File: src/rtl/mem_arbiter.sv
// mem_arbiter
//   Arbiter and sequencer between the multi-cycle CPU and the DMA/program
//   loader port for a single-port unified memory with 1-cycle synchronous
//   read. One access is in flight at a time: IDLE -> ISSUE -> RESP, with
//   RESP re-arbitrating so continuous traffic alternates ISSUE/RESP.
//
//   Configuration macro: MEM_ARB_ROUND_ROBIN_EN
//     defined   : on contention grant the requester that was not last_owner
//                 (first contention after reset goes to the CPU).
//     undefined : fixed priority, CPU always wins; DMA may starve.
//
//   Ports
//     clk, reset            clock; asynchronous active-high reset
//     cpu_req/dma_req       access request, held with payload until granted
//     cpu_we/dma_we         1 = write, 0 = read
//     cpu_addr/dma_addr     access address            [ADDR_W]
//     cpu_wdata/dma_wdata   write data                [DATA_W]
//     cpu_gnt/dma_gnt       pulse: access on the memory bus this cycle
//     cpu_valid/dma_valid   pulse: access complete, read data valid
//     cpu_rdata/dma_rdata   read data, held until that port's next read
//     cpu_stall             cpu_req & ~cpu_valid
//     mem_addr/mem_we/mem_wdata  memory request, zero outside ISSUE
//     mem_rdata             memory read data, valid the cycle after address
module mem_arbiter #(
  parameter int ADDR_W = 8,
  parameter int DATA_W = 8
) (
  input  logic              clk,
  input  logic              reset,
  input  logic              cpu_req,
  input  logic              cpu_we,
  input  logic [ADDR_W-1:0] cpu_addr,
  input  logic [DATA_W-1:0] cpu_wdata,
  input  logic              dma_req,
  input  logic              dma_we,
  input  logic [ADDR_W-1:0] dma_addr,
  input  logic [DATA_W-1:0] dma_wdata,
  output logic              cpu_gnt,
  output logic              dma_gnt,
  output logic              cpu_valid,
  output logic              dma_valid,
  output logic [DATA_W-1:0] cpu_rdata,
  output logic [DATA_W-1:0] dma_rdata,
  output logic              cpu_stall,
  output logic [ADDR_W-1:0] mem_addr,
  output logic              mem_we,
  output logic [DATA_W-1:0] mem_wdata,
  input  logic [DATA_W-1:0] mem_rdata
);

  typedef enum logic [1:0] {
    IDLE  = 2'd0,
    ISSUE = 2'd1,
    RESP  = 2'd2
  } state_t;

  localparam logic OWN_CPU = 1'b0;
  localparam logic OWN_DMA = 1'b1;

  state_t            state_q, state_d;
  logic              owner_q, owner_d;
  logic              last_owner_q, last_owner_d;
  logic              wr_q, wr_d;
  logic              arb_win;
  logic [DATA_W-1:0] cpu_rdata_q, cpu_rdata_d;
  logic [DATA_W-1:0] dma_rdata_q, dma_rdata_d;

`ifdef MEM_ARB_ROUND_ROBIN_EN
  // In RESP last_owner already equals the current owner, so a requester
  // that just lost keeps its turn for the next ISSUE.
  always_comb begin
    if (cpu_req && dma_req) arb_win = ~last_owner_q;
    else if (cpu_req)       arb_win = OWN_CPU;
    else                    arb_win = OWN_DMA;
  end
`else
  // last_owner is still tracked in this build but plays no part in arbitration.
  logic last_owner_unused;
  assign last_owner_unused = last_owner_q;
  assign arb_win = cpu_req ? OWN_CPU : OWN_DMA;
`endif

  always_comb begin
    state_d      = state_q;
    owner_d      = owner_q;
    last_owner_d = last_owner_q;
    wr_d         = wr_q;
    cpu_rdata_d  = cpu_rdata_q;
    dma_rdata_d  = dma_rdata_q;
    cpu_gnt      = 1'b0;
    dma_gnt      = 1'b0;
    cpu_valid    = 1'b0;
    dma_valid    = 1'b0;
    mem_addr     = '0;
    mem_we       = 1'b0;
    mem_wdata    = '0;
    case (state_q)
      IDLE: begin
        if (cpu_req || dma_req) begin
          owner_d = arb_win;
          state_d = ISSUE;
        end
      end
      ISSUE: begin
        // Payload is taken straight from the owner's inputs; the requester
        // holds it stable until it has seen gnt.
        if (owner_q == OWN_CPU) begin
          cpu_gnt   = 1'b1;
          mem_addr  = cpu_addr;
          mem_we    = cpu_we;
          mem_wdata = cpu_wdata;
          wr_d      = cpu_we;
        end else begin
          dma_gnt   = 1'b1;
          mem_addr  = dma_addr;
          mem_we    = dma_we;
          mem_wdata = dma_wdata;
          wr_d      = dma_we;
        end
        last_owner_d = owner_q;
        state_d      = RESP;
      end
      RESP: begin
        // The access type is latched in ISSUE because the requester may
        // already present a new payload during RESP.
        if (owner_q == OWN_CPU) begin
          cpu_valid = 1'b1;
          if (!wr_q) cpu_rdata_d = mem_rdata;
        end else begin
          dma_valid = 1'b1;
          if (!wr_q) dma_rdata_d = mem_rdata;
        end
        if (cpu_req || dma_req) begin
          owner_d = arb_win;
          state_d = ISSUE;
        end else begin
          state_d = IDLE;
        end
      end
      default: state_d = IDLE;
    endcase
  end

  // Memory data only arrives in RESP, so the read port is bypassed in that
  // cycle to present data together with valid; the register holds it after.
  assign cpu_rdata = cpu_rdata_d;
  assign dma_rdata = dma_rdata_d;
  assign cpu_stall = cpu_req & ~cpu_valid;

  always_ff @(posedge clk or posedge reset) begin
    if (reset) begin
      state_q      <= IDLE;
      owner_q      <= OWN_CPU;
      last_owner_q <= OWN_DMA;
      wr_q         <= 1'b0;
      cpu_rdata_q  <= '0;
      dma_rdata_q  <= '0;
    end else begin
      state_q      <= state_d;
      owner_q      <= owner_d;
      last_owner_q <= last_owner_d;
      wr_q         <= wr_d;
      cpu_rdata_q  <= cpu_rdata_d;
      dma_rdata_q  <= dma_rdata_d;
    end
  end

endmodule

File: config.mk
export PLATFORM = sky130hd
export DESIGN_NAME = mem_arbiter
export DESIGN_NICKNAME = d
export VERILOG_FILES = /design/src/rtl/mem_arbiter.sv
export SDC_FILE = /design/constraint.sdc
export NUM_CORES = 1
export LEC_CHECK = 0
export CORE_MARGIN = 2
export CORE_UTILIZATION = 33
export DETAILED_ROUTE_END_ITERATION = 10
export PLACE_DENSITY = 0.91
export RECOVER_POWER = 100
export SYNTH_ARGS = -nofsm -noshare
export SYNTH_HDL_FRONTEND = slang
export SYNTH_SLANG_ARGS = --single-unit
File: constraint.sdc
create_clock -name clk -period 2.5 [get_ports clk]
set_input_delay 0.75 -clock clk [delete_from_list [all_inputs] [get_ports clk]]
set_output_delay 0.75 -clock clk [all_outputs]
set_load 0.05 [all_outputs]
==> out/metrics.csv <==
stage,metric,value,unit
layout,share of cells above drive strength 1,39.8,%
setup_path,CP startpoint kind,flop,
drt,WL per Instance,15.6,um
die,I/O pins,84,
drt,via count,1048,
drt,DRT Pass-1 Iters,4,
clock_tree,Clock Pin Slew Worst Setup and Hold Paths,0.12,ns
synthesis,synthesis-stage register bit count,20,
placed_design,GP Congestion,0.779,
die,Die Area,0.00373,mm2
placed_design,Place WS,0.0629,ns
sta,Slew HR,51.1,%
layout,fin cells,225,
synthesis,Mapped Nets,140,
setup_path,worst r2r src,owner_q,
synthesis,sequential area share after synthesis,46.6,%
sta,final hold violation count,0,
clock_tree,H-tree levels,1,
synthesis,share of synthesized registers carrying an async set or reset,100,%
drt,DRT iter0 DRCs,16,
synthesis,top cell type by total area after synthesis,dfrtp_1,
layout,# fillers,196,
drt,Post-Route WL,3520,um
layout,utilization after layout,75.4,%
clock_tree,Worst-Skew Late Latency,0.30,ns
power_and_ir_drop,maximum VDD drop,0.00102,V
die,core area,0.00308,mm2
synthesis,synth cell count leaders,"21 x nor2_1, 20 x dfrtp_1, 18 x mux2i_1",
setup_path,kind of end point of the critical path,output pin,
setup_path,worst-path cell chain,nor4b_4 > buf_6 > mux2_4 > buf_6,
sta,min Tclk post-route,2.50,ns
setup_path,critical path startpoint,owner_q,
setup_path,Worst EP required,1.75,ns
die,die span in x,61.0,um
layout,layout net count,228,
layout,synth-to-layout area growth,116,%
setup_path,"delay-heaviest family, CP",flip-flops,
run,Max Cap Violations,0,
setup_path,Crit Path Class,flop to output pin,
die,die height,61.0,um
sta,Final WS setup,0.000962,ns
clock_tree,clk buf depth,2,
power_and_ir_drop,Pleak,1.04,nW
clock_tree,total CTS buffers,3,
drt,vias per cell,4.66,
setup_path,CP most frequent cell,buf_6,
synthesis,post-synthesis cell type count,16,
sta,RSZ-0062 raised after global routing,true,
power_and_ir_drop,total power,2.38,mW
synthesis,Post-synth EDFFs,0,
global_route,largest net degree at the start of global routing,21,
synthesis,most used flip-flop cell after synthesis,dfrtp_1,
setup_path,CP Buf/Inv Count,2,
synthesis,"count leader, synth",nor2_1,
sta,Slew Limit Fails,0,
clock_tree,CTS tree,yes,
drt,DRC viols,0,
hold_path,hold_sp,dma_rdata_q[7],
die,Initial Utilization,34.9,%
synthesis,Syn Std Cell Area,0.00107,mm2
drt,Antenna Nets Post-Route,0,
synthesis,synth top area cells,"dfrtp_1 47%, mux2i_1 17%, mux2_2 17%",
synthesis,post-synth top area share,46.6,%
sta,worst-margin pin slew,0.733,ns
sta,Max Freq,0.400,GHz
sta,final setup fails,0,
global_route,first-pass GRT wire length,5070,um
power_and_ir_drop,PD cells,1020,mW/mm2
sta,Worst Skew,0.0126,ns
clock_tree,Clock Sinks,20,
synthesis,number of synthesis warnings,0,
setup_path,CP peak stage delay,0.46,ns
die,number of cell rows,20,
setup_path,CP max-delay cell,dfrtp_2,
global_route,vias in the first global route,1051,
placed_design,Port Buf Inserts,83,
layout,antenna cells,0,
synthesis,synthesized area per cell,11.4,um2
global_route,total track usage,18.6,%
placed_design,DP HPWL,2720,um
placed_design,placed cell count,217,
global_route,antenna violations before repair,0,
hold_path,min-delay worst type,flop to flop,
setup_path,FF-to-FF setup slack,0.99,ns
synthesis,Syn Inst Count,94,
global_route,gr ovfl total,0,
setup_path,worst-path maximum fanout,8,
clock_tree,master cell of the clock root buffer,clkbuf_4,
outcome,status,"finished, final reports clean",
setup_path,critical path arrival,1.75,ns
sta,Final Cycle Share,100,%
cell families (layout without fill, tap and decap cells):
logic type             after synthesis  in the layout  share of synthesized area [%]
AND/OR/NAND/NOR                     29             29                           14.7
AO/OA/AOI/OAI                        1              1                          0.466
buffers and inverters               10             97                           4.66
flip-flops                          20             20                           46.6
multiplexers                        34             34                           33.6
worst paths after layout:
path / endpoint / cells after the start
setup reg to reg: cpu_rdata_q[3] / 4
max in group asynchronous: owner_q / 2
setup / recovery: cpu_rdata[4] / 4
hold reg to reg: dma_rdata_q[7] / 1
min in group asynchronous: cpu_rdata_q[6] / 2
hold / removal: dma_rdata_q[7] / 1
layout by cell type (no fill, tap or decap), types with 4 or more instances in the layout:
master,Yosys,final
clkdlybuf4s50_1,0,45
nor2_1,21,20
buf_6,0,15
mux2_4,0,12
inv_1,4,4
mux2i_1,18,18
buf_4,2,5
buf_12,0,22
mux2_2,16,4
dfrtp_1,20,18
timing repair:
| item | CTS | global route |
|---|---|---|
| pin swaps | 1 | 2 |
| setup endpoints to repair | 35 | 18 |
| setup buffers | 1 | 3 |
| hold buffers | 0 | 0 |
| hold endpoints to repair | 0 | 0 |
| gates resized for setup | 21 | 15 |
per-layer routing:
| metal | part of all wire [%] | vias up | global-route usage, % |
|---|---|---|---|
| li1 | - | 491 | - |
| met1 | 38 | 508 | 22.7 |
| met2 | 55 | 43 | 30.7 |
| met3 | 5.2 | 6 | 5.46 |
| met4 | 2.1 | 0 | 7.76 |
| met5 | 0 | - | 0 |
power breakdown:
part           switching (mW)  internal (mW)  leakage (nW)  total, mW
registers              0.0591          0.463         0.239      0.523
logic                   0.945          0.724         0.776       1.67
clock network          0.0965         0.0888        0.0210      0.185
total                    1.10           1.28          1.04       2.38
stage by stage:
stage / hold WS [ns] / area, um2 / setup TNS (ns)
2_1_floorplan: 0.542 / 1080 / 0
3_3_place_gp: 0.482 / 2130 / 0
3_5_place_dp: 0.488 / 2130 / 0
4_1_cts: 0.528 / 2240 / 0
5_1_grt: 0.540 / 2320 / -0.683
6_report: 0.522 / 2320 / 0
sequential cells by signal, summed over array words and instances, names as in the netlist:
register and count:
cpu_rdata_q 8, owner_q 1, dma_rdata_q 8, wr_q 1
state_q 2
layout make-up:
class | count | area [um2] | share of cell area (%)
timing repair buffer | 89 | 1130 | 48.5
multi-input combinational | 64 | 586 | 25.2
sequential | 20 | 503 | 21.7
tap | 44 | 55.1 | 2.37
clock buffer | 4 | 36.3 | 1.56
inverter | 4 | 15.0 | 0.647
(Power assumes the default switching activity.)
